## src/rtl/dcf77_pkg.sv

```systemverilog
// Shared types, frame bit positions and helpers for the DCF77 time-code encoder.
// DCF77_ENC_AUTO_INC_EN (see dcf77_encoder.sv) makes use of bcd_inc_time.
package dcf77_pkg;

  localparam logic [5:0] CEST_BIT   = 6'd17;
  localparam logic [5:0] START_BIT  = 6'd20;
  localparam logic [5:0] MIN_LSB    = 6'd21;
  localparam logic [5:0] P1_BIT     = 6'd28;
  localparam logic [5:0] HOUR_LSB   = 6'd29;
  localparam logic [5:0] P2_BIT     = 6'd35;
  localparam logic [5:0] DATE_LSB   = 6'd36;
  localparam logic [5:0] P3_BIT     = 6'd58;
  localparam logic [5:0] MARKER_BIT = 6'd59;

  typedef enum logic [0:0] {
    ST_IDLE = 1'b0,
    ST_SEND = 1'b1
  } dcf77_state_e;

  typedef struct packed {
    logic [3:0] year_h;
    logic [3:0] year_l;
    logic [0:0] month_h;
    logic [3:0] month_l;
    logic [1:0] day_h;
    logic [3:0] day_l;
    logic [2:0] dow;
    logic [1:0] hour_h;
    logic [3:0] hour_l;
    logic [2:0] minute_h;
    logic [3:0] minute_l;
  } dcf77_time_t;

  function automatic logic even_parity(input logic [21:0] v);
    return ^v;
  endfunction

  // Advance minute by one in BCD, carrying into the hour; the date never moves.
  function automatic dcf77_time_t bcd_inc_time(input dcf77_time_t t);
    dcf77_time_t r;
    r = t;
    if (t.minute_l == 4'd9) begin
      r.minute_l = 4'd0;
      if (t.minute_h == 3'd5) begin
        r.minute_h = 3'd0;
        if ((t.hour_h == 2'd2) && (t.hour_l == 4'd3)) begin
          r.hour_h = 2'd0;
          r.hour_l = 4'd0;
        end else if (t.hour_l == 4'd9) begin
          r.hour_l = 4'd0;
          r.hour_h = t.hour_h + 2'd1;
        end else begin
          r.hour_l = t.hour_l + 4'd1;
        end
      end else begin
        r.minute_h = t.minute_h + 3'd1;
      end
    end else begin
      r.minute_l = t.minute_l + 4'd1;
    end
    return r;
  endfunction

endpackage

```

## src/rtl/dcf77_encoder_if.sv

```systemverilog
// Field/strobe inputs and carrier/status outputs of the DCF77 encoder.
interface dcf77_encoder_if;
  logic       load_i;
  logic [3:0] year_h_i;
  logic [3:0] year_l_i;
  logic [0:0] month_h_i;
  logic [3:0] month_l_i;
  logic [1:0] day_h_i;
  logic [3:0] day_l_i;
  logic [2:0] dow_i;
  logic [1:0] hour_h_i;
  logic [3:0] hour_l_i;
  logic [2:0] minute_h_i;
  logic [3:0] minute_l_i;
  logic       cest_i;
  logic       inverted_i;
  logic       data_o;
  logic       busy_o;
  logic [5:0] bit_idx_o;
  logic       frame_start_o;

  modport master (
    output load_i, year_h_i, year_l_i, month_h_i, month_l_i, day_h_i, day_l_i,
           dow_i, hour_h_i, hour_l_i, minute_h_i, minute_l_i, cest_i, inverted_i,
    input  data_o, busy_o, bit_idx_o, frame_start_o
  );

  modport slave (
    input  load_i, year_h_i, year_l_i, month_h_i, month_l_i, day_h_i, day_l_i,
           dow_i, hour_h_i, hour_l_i, minute_h_i, minute_l_i, cest_i, inverted_i,
    output data_o, busy_o, bit_idx_o, frame_start_o
  );
endinterface

```

## src/rtl/dcf77_frame_builder.sv

```systemverilog
// Combinational mapping of time/date fields and CEST flag onto DCF77 bits 0-58.
module dcf77_frame_builder
  import dcf77_pkg::*;
(
  input  dcf77_time_t tm,
  input  logic        cest,
  output logic [58:0] frame
);

  logic [6:0]  minute_s;
  logic [5:0]  hour_s;
  logic [21:0] date_s;

  assign minute_s = {tm.minute_h, tm.minute_l};
  assign hour_s   = {tm.hour_h, tm.hour_l};
  assign date_s   = {tm.year_h, tm.year_l, tm.month_h, tm.month_l, tm.dow, tm.day_h, tm.day_l};

  // Place each field LSB first and append the three even-parity bits.
  always_comb begin
    frame                  = 59'd0;
    frame[CEST_BIT]        = cest;
    frame[CEST_BIT + 6'd1] = ~cest;
    frame[START_BIT]       = 1'b1;
    frame[MIN_LSB +: 7]    = minute_s;
    frame[P1_BIT]          = even_parity({15'd0, minute_s});
    frame[HOUR_LSB +: 6]   = hour_s;
    frame[P2_BIT]          = even_parity({16'd0, hour_s});
    frame[DATE_LSB +: 22]  = date_s;
    frame[P3_BIT]          = even_parity(date_s);
  end

endmodule

```

## src/rtl/dcf77_encoder.sv

```systemverilog
// DCF77 minute-frame generator: one AM-coded bit per CLK_FREQ cycles, 60 bits per frame.
// Optional DCF77_ENC_AUTO_INC_EN advances the minute when a frame repeats without new data.
module dcf77_encoder
  import dcf77_pkg::*;
#(
  parameter int unsigned CLK_FREQ = 12500
) (
  input  logic            clk_i,
  input  logic            rst_ni,
  dcf77_encoder_if.slave  bus
);

  localparam int unsigned    CW       = $clog2(CLK_FREQ);
  localparam logic [CW-1:0]  CNT_MAX  = CW'(CLK_FREQ - 1);
  localparam logic [CW-1:0]  CNT_ONE  = CW'(1);
  localparam logic [CW-1:0]  ZERO_LEN = CW'(CLK_FREQ / 10);
  localparam logic [CW-1:0]  ONE_LEN  = CW'(CLK_FREQ / 5);

  dcf77_state_e state_r, state_s;
  logic [CW-1:0] cnt_r, cnt_s;
  logic [5:0]    bit_idx_r, bit_idx_s;
  logic          frame_start_r, frame_start_s;
  logic          data_r, data_s;
  dcf77_time_t   active_r, active_s;
  logic          active_cest_r, active_cest_s;
  dcf77_time_t   stage_r, stage_s;
  logic          stage_cest_r, stage_cest_s;
  logic          stage_valid_r, stage_valid_s;
  dcf77_time_t   fields_s;
  logic [58:0]   frame_s;
  logic          wrap_s;
  logic          boundary_s;

  assign fields_s = {bus.year_h_i, bus.year_l_i, bus.month_h_i, bus.month_l_i,
                     bus.day_h_i, bus.day_l_i, bus.dow_i, bus.hour_h_i, bus.hour_l_i,
                     bus.minute_h_i, bus.minute_l_i};

  dcf77_frame_builder u_builder (
    .tm    (active_r),
    .cest  (active_cest_r),
    .frame (frame_s)
  );

  assign wrap_s     = (state_r == ST_SEND) && (cnt_r == CNT_MAX);
  assign boundary_s = wrap_s && (bit_idx_r == MARKER_BIT);

  // Next-state, counters, staging and carrier level.
  always_comb begin
    state_s       = state_r;
    cnt_s         = cnt_r;
    bit_idx_s     = bit_idx_r;
    frame_start_s = 1'b0;
    data_s        = 1'b1;
    active_s      = active_r;
    active_cest_s = active_cest_r;
    stage_s       = stage_r;
    stage_cest_s  = stage_cest_r;
    stage_valid_s = stage_valid_r;
    case (state_r)
      ST_IDLE: begin
        if (bus.load_i) begin
          state_s       = ST_SEND;
          cnt_s         = '0;
          bit_idx_s     = 6'd0;
          frame_start_s = 1'b1;
          active_s      = fields_s;
          active_cest_s = bus.cest_i;
        end else begin
          state_s = ST_IDLE;
        end
      end
      ST_SEND: begin
        // Reduced amplitude at the start of each second; the marker second stays high.
        if (bit_idx_r == MARKER_BIT) begin
          data_s = 1'b1;
        end else if (frame_s[bit_idx_r]) begin
          data_s = (cnt_r >= ONE_LEN);
        end else begin
          data_s = (cnt_r >= ZERO_LEN);
        end

        if (boundary_s) begin
          cnt_s         = '0;
          bit_idx_s     = 6'd0;
          frame_start_s = 1'b1;
          stage_valid_s = 1'b0;
          if (bus.load_i) begin
            active_s      = fields_s;
            active_cest_s = bus.cest_i;
          end else if (stage_valid_r) begin
            active_s      = stage_r;
            active_cest_s = stage_cest_r;
          end else begin
`ifdef DCF77_ENC_AUTO_INC_EN
            active_s = bcd_inc_time(active_r);
`else
            active_s = active_r;
`endif
          end
        end else begin
          if (wrap_s) begin
            cnt_s     = '0;
            bit_idx_s = bit_idx_r + 6'd1;
          end else begin
            cnt_s = cnt_r + CNT_ONE;
          end
          if (bus.load_i) begin
            stage_s       = fields_s;
            stage_cest_s  = bus.cest_i;
            stage_valid_s = 1'b1;
          end else begin
            stage_valid_s = stage_valid_r;
          end
        end
      end
      default: begin
        state_s = ST_IDLE;
      end
    endcase
  end

  // State and datapath registers.
  always_ff @(posedge clk_i or negedge rst_ni) begin
    if (!rst_ni) begin
      state_r       <= ST_IDLE;
      cnt_r         <= '0;
      bit_idx_r     <= 6'd0;
      frame_start_r <= 1'b0;
      data_r        <= 1'b1;
      active_r      <= '0;
      active_cest_r <= 1'b0;
      stage_r       <= '0;
      stage_cest_r  <= 1'b0;
      stage_valid_r <= 1'b0;
    end else begin
      state_r       <= state_s;
      cnt_r         <= cnt_s;
      bit_idx_r     <= bit_idx_s;
      frame_start_r <= frame_start_s;
      data_r        <= data_s;
      active_r      <= active_s;
      active_cest_r <= active_cest_s;
      stage_r       <= stage_s;
      stage_cest_r  <= stage_cest_s;
      stage_valid_r <= stage_valid_s;
    end
  end

  assign bus.data_o        = data_r ^ bus.inverted_i;
  assign bus.busy_o        = (state_r == ST_SEND);
  assign bus.bit_idx_o     = bit_idx_r;
  assign bus.frame_start_o = frame_start_r;

endmodule

```

## src/flat_wrapper.sv

```systemverilog
// flat-port wrapper written by rule: the top's interface ports become plain ports
module dcf77_encoder_flat import dcf77_pkg::*;
#(
  parameter int unsigned CLK_FREQ = 12500
)
  (clk_i, rst_ni, bus_load_i, bus_year_h_i, bus_year_l_i, bus_month_h_i, bus_month_l_i, bus_day_h_i, bus_day_l_i, bus_dow_i, bus_hour_h_i, bus_hour_l_i, bus_minute_h_i, bus_minute_l_i, bus_cest_i, bus_inverted_i, bus_data_o, bus_busy_o, bus_bit_idx_o, bus_frame_start_o);
  dcf77_encoder_if bus_i ();
  input  logic clk_i;
  input  logic rst_ni;
  input wire logic [$bits(bus_i.load_i)-1:0] bus_load_i;
  input wire logic [$bits(bus_i.year_h_i)-1:0] bus_year_h_i;
  input wire logic [$bits(bus_i.year_l_i)-1:0] bus_year_l_i;
  input wire logic [$bits(bus_i.month_h_i)-1:0] bus_month_h_i;
  input wire logic [$bits(bus_i.month_l_i)-1:0] bus_month_l_i;
  input wire logic [$bits(bus_i.day_h_i)-1:0] bus_day_h_i;
  input wire logic [$bits(bus_i.day_l_i)-1:0] bus_day_l_i;
  input wire logic [$bits(bus_i.dow_i)-1:0] bus_dow_i;
  input wire logic [$bits(bus_i.hour_h_i)-1:0] bus_hour_h_i;
  input wire logic [$bits(bus_i.hour_l_i)-1:0] bus_hour_l_i;
  input wire logic [$bits(bus_i.minute_h_i)-1:0] bus_minute_h_i;
  input wire logic [$bits(bus_i.minute_l_i)-1:0] bus_minute_l_i;
  input wire logic [$bits(bus_i.cest_i)-1:0] bus_cest_i;
  input wire logic [$bits(bus_i.inverted_i)-1:0] bus_inverted_i;
  output wire logic [$bits(bus_i.data_o)-1:0] bus_data_o;
  output wire logic [$bits(bus_i.busy_o)-1:0] bus_busy_o;
  output wire logic [$bits(bus_i.bit_idx_o)-1:0] bus_bit_idx_o;
  output wire logic [$bits(bus_i.frame_start_o)-1:0] bus_frame_start_o;
  assign bus_i.load_i = bus_load_i;
  assign bus_i.year_h_i = bus_year_h_i;
  assign bus_i.year_l_i = bus_year_l_i;
  assign bus_i.month_h_i = bus_month_h_i;
  assign bus_i.month_l_i = bus_month_l_i;
  assign bus_i.day_h_i = bus_day_h_i;
  assign bus_i.day_l_i = bus_day_l_i;
  assign bus_i.dow_i = bus_dow_i;
  assign bus_i.hour_h_i = bus_hour_h_i;
  assign bus_i.hour_l_i = bus_hour_l_i;
  assign bus_i.minute_h_i = bus_minute_h_i;
  assign bus_i.minute_l_i = bus_minute_l_i;
  assign bus_i.cest_i = bus_cest_i;
  assign bus_i.inverted_i = bus_inverted_i;
  assign bus_data_o = bus_i.data_o;
  assign bus_busy_o = bus_i.busy_o;
  assign bus_bit_idx_o = bus_i.bit_idx_o;
  assign bus_frame_start_o = bus_i.frame_start_o;
  dcf77_encoder #(.CLK_FREQ(CLK_FREQ)) u_core (.clk_i(clk_i), .rst_ni(rst_ni), .bus(bus_i));
endmodule
```

## config.mk

```make
export PLATFORM = sky130hd
export DESIGN_NAME = dcf77_encoder_flat
export DESIGN_NICKNAME = d
export VERILOG_FILES = /design/src/rtl/dcf77_pkg.sv /design/src/rtl/dcf77_encoder_if.sv /design/src/rtl/dcf77_frame_builder.sv /design/src/rtl/dcf77_encoder.sv /design/src/flat_wrapper.sv
export SDC_FILE = /design/constraint.sdc
export NUM_CORES = 1
export LEC_CHECK = 0
export CORE_MARGIN = 2
export CORE_UTILIZATION = 58
export CTS_CLUSTER_SIZE = 24
export DETAILED_ROUTE_END_ITERATION = 10
export GPL_TIMING_DRIVEN = 0
export PLACE_DENSITY = 0.83
export SETUP_SLACK_MARGIN = 0.15
export SLEW_MARGIN = 20
export SYNTH_ARGS = -nofsm -noshare
export SYNTH_HDL_FRONTEND = slang
export SYNTH_SLANG_ARGS = --single-unit
```

## constraint.sdc

```tcl
create_clock -name clk_i -period 3.2 [get_ports clk_i]
set_input_delay 0.48 -clock clk_i [delete_from_list [all_inputs] [get_ports clk_i]]
set_output_delay 0.48 -clock clk_i [all_outputs]
set_load 0.05 [all_outputs]
```

## Yosys cells after proc, flatten, opt, wreduce, memory -nomap -nowiden

Index checks and enable logic that the tools add are counted.
Widths: inputs -> output; s select.

| storage, ports and cells | value |
|---|---|
| bits in registers | 96 |
| input port bits | 40 |
| output and inout port bits | 9 |
| word-level logic and storage cells | 84 |

| cells by class | value |
|---|---|
| add/sub/neg operators | 2 |
| magnitude comparators | 3 |
| equal/unequal tests | 6 |
| muxes and demuxes | 29 |
| bitwise logic cells | 4 |
| reductions and logical operators | 10 |

Operator list:

| kind | count |
|---|---|
| $mux 35 | 4 |
| $pmux 35 s2 | 1 |
| $reduce_xor 22->1 | 3 |
| $mux 14 | 3 |
| $pmux 14 s2 | 1 |
| $mux 6 | 3 |
| $add 14x1->14 const B | 1 |
| $eq 14x14->1 const B | 1 |
| $ge 14x11->1 const B | 1 |
| $ge 14x12->1 const B | 1 |
| $mux 1 | 13 |
| $pmux 6 s2 | 1 |
| $lt 6x7->1 const B | 1 |
| $add 6x1->6 const B | 1 |
| $bmux 1 s6 | 1 |
| $eq 6x6->1 const B | 1 |
| $ne 3x3->1 const B | 2 |
| $reduce_and 3->1 | 2 |
| $ne 2x2->1 const B | 2 |
| $pmux 1 s2 | 2 |
| $reduce_and 2->1 | 2 |
| $not 1->1 | 3 |
| $logic_and 1x1->1 | 2 |
| $reduce_bool 2->1 | 1 |
| $xor 1x1->1 | 1 |

## Logic depth before layout (Yosys ltp)

| logic depth | value |
|---|---|
| depth after elaboration | 6 |
| mapped depth | 10 |
| depth with buffers taken out | 8 |

## Modules after synthesis

Synthesis repeated with hierarchy kept, for this count alone.

| unflattened totals | value |
|---|---|
| cell total of the unflattened synthesis | 487 |
| area total of the unflattened synthesis | 5710.5 sq um |

Modules (own cells, without submodules):

| module | instances | cells an instance | area each (sq um) |
|---|---|---|---|
| dcf77_encoder | 1 | 398 | 5001.0 |
| dcf77_frame_builder | 1 | 89 | 709.4 |

## Worst setup path after synthesis

Ideal clock, no wire load.

| timing path | value |
|---|---|
| path kind | register to register |
| start | register u_core.bit_idx_r[0] (netlist: u_core.bus.bit_idx_o[0]) |
| end | register u_core.data_r |
| setup time | 0.075 ns |
| data arrival time | 2.439 ns |
| data required time | 3.125 ns |
| slack | 0.686 ns |
| stages on the path, launching flop included | 8 |
| path buffers | 1 |
| period minus slack after synthesis | 2.514 ns |
| cell sequence | dfrtp_1 buf_2 mux4_2 a211oi_1 a31oi_1 a311o_1 a31oi_1 mux2i_1 |

| on the way | value |
|---|---|
| longest elaborated chain between the ends | 5 |

RTL lines:

| item | line | RTL |
|---|---|---|
| from (decl) | dcf77_encoder.sv:21 | `logic [5:0] bit_idx_r, bit_idx_s;` |
| from (signal assigned) | dcf77_encoder.sv:138 | `bit_idx_r <= bit_idx_s;` |
| $bmux 1 s6 | dcf77_encoder.sv:76 | `end else if (frame_s[bit_idx_r]) begin` |
| $mux 1 (not written as such) | dcf77_encoder.sv:76 |  |
| $mux 1 | dcf77_encoder.sv:76 |  |
| $mux 1 * | dcf77_encoder.sv:74 | `if (bit_idx_r == MARKER_BIT) begin` |
| $mux 1 * | dcf77_encoder.sv:59 | `case (state_r)` |
| via u_core.data_s | dcf77_encoder.sv:23 | `logic data_r, data_s;` |
| to (signal assigned) | dcf77_encoder.sv:140 | `data_r <= data_s;` |
| to (decl) | dcf77_encoder.sv:23 |  |

Mark *: on every way through the listed nets, which the timed path passes. The rest lies on a longest branch. The select of a mux whose other input is x is not followed.
A chain may end at the register's enable or synchronous reset.

## Worst setup path in the final report

| timing path | value |
|---|---|
| start | register u_core.cnt_r[2] |
| end | register u_core.stage_r[20] (netlist bit) |

| on the way | value |
|---|---|
| longest elaborated chain between the ends | 5 |

RTL lines:

| item | line | RTL |
|---|---|---|
| from (decl) | dcf77_encoder.sv:20 | `logic [CW-1:0] cnt_r, cnt_s;` |
| from (signal assigned) | dcf77_encoder.sv:137 | `cnt_r <= cnt_s;` |
| $eq 14x14->1 | dcf77_encoder.sv:44 | `assign wrap_s = (state_r == ST_SEND) && (cnt_r == CNT_MAX);` |
| $logic_and 1x1->1 | dcf77_encoder.sv:44 |  |
| $logic_and 1x1->1 | dcf77_encoder.sv:45 | `assign boundary_s = wrap_s && (bit_idx_r == MARKER_BIT);` |
| $not 1->1 (no source line) | - |  |
| $reduce_and 3->1 (no source line) | - |  |
| to (signal assigned) | dcf77_encoder.sv:143 | `stage_r <= stage_s;` |
| to (decl) | dcf77_encoder.sv:26 | `dcf77_time_t stage_r, stage_s;` |

No other way between the ends.

==> impl_metrics.yaml <==
clock_tree:
  cts_resized: 0
  postCtsHoldBufs: 0
  htreeDepth: 3
  postCtsSetupBuffers: 0
  cts.sinks: 96
  clk_pin_slew_worst_paths_ns: 0.09
  root_buffer: "clkbuf_8"
  cts_tree: "done"
  cts_buffer_depth: 2
  clk_latency_ns: 0.36
  cts_buffers: 9
grt:
  grt.overflow.total: 0
  grt_pass1_wl_um: 17900
  grt_use_total_pct: 23.1
  grt_pass1_vias: 3636
  antenna_found_initial: 0
  grt_max_degree: 54
synth:
  postSynthCellCount: 454
  yosys.area_share.simple_pct: 11.5
  synth_top_cell_area_share_pct: 46.0
  yosysUniqueCellTypes: 50
  synth_seq_area_share_pct: 46.5
  ys_warn_count: 0
  synth_most_common_cell: "dfrtp_1"
  synthesis.nets: 497
  synth_top_family_by_area: "multiplexers"
  synth_seq_cells: 96
  yosys-top-cells-count: "dfrtp_1, nor2_1, mux2i_1"
  synth_area_leader_cell: "dfrtp_1"
  synth_adder_area_share_pct: 0.726
  synth.cell_area_um2: 5170
  muxShareOfSynthArea_pct: 19.2
  syn_area_per_cell_um2: 11.4
  synth_compound_area_share_pct: 12.1
  synth_xor_area_share_pct: 6.46
  synthFlopType: "dfrtp_1"
  ys_top_cells_by_area: "dfrtp_1, mux2i_1, mux2_1"
  async_flop_share_pct: 100
  synth-edff-count: 0
setup_path:
  cpMaxStageDelayCell: "or4_1"
  worst_path_largest_cell_delay_ns: 0.54
  crit_buf_inv: 2
  cp-startpoint: "u_core.cnt_r[2]"
  cp.arrival_ns: 2.82
  endpoint_kind: "flip-flop"
  crit_chain: "or4_1, nor4_2, nand2b_1, buf_4, nand2_4, nand2_4, buf_6, mux2_1"
  start_kind: "flip-flop"
  cpMostUsedCell: "nand2_4"
  rr_endpoint: "u_core.stage_r[20]"
  crit_path_end: "u_core.stage_r[20]"
  crit_cells: 8
  rrSetupSlack_ns: 0.63
  cp_max_fo: 10
  path_class: "flip-flop to flip-flop"
  reg2reg_depth: 8
  reg2reg_from: "u_core.cnt_r[2]"
  crit_required_ns: 3.45
  critPathTopFamily: "simple AND/OR/NAND/NOR gates"
floorplanning:
  io_pins: 49
  start_util_pct: 59.6
  num_rows: 34
  dieArea_um2: 9690
  die_width_um: 98.4
  die_h_um: 98.4
  core_um2: 8680
sta:
  setup_viol: 0
  hold_viol: 0
  fin_skew_ns: 0.0117
  fin_crit_ns: 2.57
  worstMarginPinSlew_ns: 0.754
  rsz0062_at_grt: "no"
  slew-limit-headroom_pct: 49.7
  drv_slew: 0
  max_freq_mhz: 389
  period_share_pct: 80.3
routing:
  drcViolationCount: 0
  drt_iter0_drc: 165
  dr.pass1.iters: 4
  post_drt_via_cell_ratio: 5.80
  antenna_left: 0
  avgRoutedWirePerCell_um: 16.8
  vias: 3624
  wirelength_um: 10500
worst_hold_path:
  hold_class: "primary input to async pin"
power_and_ir_drop:
  vdd_ir_drop_max_uv: 297
  p_per_area_nw_per_um2: 515
  finalPower_mw: 3.09
  leakagePower_nw: 2.52
place:
  routabilityCongestion: 0.906
  portBuffers: 48
  dpl.cell_count: 611
  place_hpwl_um: 7680
run_status:
  status: "finished, final reports clean"
layout:
  syn2layout_area_growth_pct: 15.9
  drive_gt1_share_pct: 16.1
  fin_nets: 557
  multi_input_area_um2: 2580
  diodes: 0
  fillCellCount: 673
  fin_cells: 625
  seqCellArea_um2: 2400
run:
  drv_cap: 0
## per-stage QoR
stage	hold slack, ns	utilization, %	TNS, ns	area (µm²)	setup WS [ns]
2_1_floorplan	0.184	-	0	5170	0.686
3_3_place_gp	0.472	66.7	-170.84	5790	-1.80
3_5_place_dp	0.435	67.0	0	5820	0.468
4_1_cts	0.0438	69.1	0	5990	0.622
5_1_grt	0.0554	69.1	0	5990	0.457
6_report	0.0328	69.1	0	5990	0.631
## layout by cell type (no fill, tap or decap), types with 4 or more instances in the layout
cell / instances
nor2b_1: 5
nand4_1: 4
a22o_1: 5
clkdlybuf4s50_1: 47
a211oi_1: 4
mux4_2: 6
nor2_1: 49
a21oi_2: 34
nand2_1: 20
dfrtp_1: 95
mux2_1: 30
xor2_1: 8
xnor2_1: 25
mux2i_1: 44
buf_2: 4
a21oi_1: 11
nand3_1: 6
clkbuf_8: 9
o21ai_0: 21
inv_1: 4
mux2_2: 7
clkbuf_1: 11
and3_1: 5
buf_6: 8
buf_4: 4
## worst reg2reg max path, delay by kind of cell, from the launching register on
kind / cells / cell delay [ns]
buf+inv: 2 / 0.38
flops: 1 / 0.47
mux: 1 / 0.34
simple gates: 5 / 1.27
## cells by family (layout without fill, tap and decap cells)
| logic type | Yosys count | in the layout |
|---|---|---|
| AND/OR/NAND/NOR | 116 | 116 |
| flip-flops | 96 | 96 |
| AO/OA/AOI/OAI | 87 | 87 |
| multiplexers | 87 | 87 |
| XOR/XNOR | 35 | 35 |
| buffers and inverters | 30 | 93 |
| adder cells (fa/ha/maj) | 3 | 3 |
## metal layers
metal  share of wire [%]  track usage, %
met1                  46            32.2
met2                  49            37.8
met3                 3.7            3.26
met4                 1.8            7.59
met5                   0               0
## cell type report
cell class	count	area share, %
buffer	25	2.78
clock buffer	11	2.19
clock inverter	3	0.752
inverter	5	0.313
multi-input combinational	328	43.1
sequential	96	40.1
tap	108	2.25
timing repair buffer	49	8.50
## registers in the layout (all words and copies together) (netlist names)
| signal | cells |
|---|---|
| u_core.active_cest_r | 1 |
| u_core.stage_cest_r | 1 |
| u_core.bus.frame_start_o | 1 |
| u_core.cnt_r | 14 |
| u_core.stage_valid_r | 1 |
| u_core.bus.bit_idx_o | 6 |
| u_core.bus.busy_o | 1 |
| u_core.data_r | 1 |
| u_core.stage_r | 35 |
| u_core.active_r | 35 |
## worst min-delay path by stage
stage / startpoint / end / slack (ns) / cells after the start
final: rst_ni / u_core.stage_r[20] / 0.03 / 1
after global routing: rst_ni / u_core.cnt_r[11] / 0.06 / 1
after CTS: rst_ni / u_core.cnt_r[11] / 0.04 / 1
after detailed placement: rst_ni / u_core.stage_r[20] / 0.43 / 1
after global placement: u_core.stage_r[25] / u_core.stage_r[25] / 0.47 / 1
after floorplan: rst_ni / u_core.active_cest_r / 0.18 / 0
## where the power goes
| part | internal, mW | leakage (nW) | total (mW) | switching [mW] |
|---|---|---|---|---|
| Combinational | 0.406 | 1.30 | 0.765 | 0.359 |
| Clock | 0.354 | 0.0815 | 0.758 | 0.404 |
| Sequential | 1.38 | 1.14 | 1.56 | 0.185 |
Power figures use the tool's default switching activity.
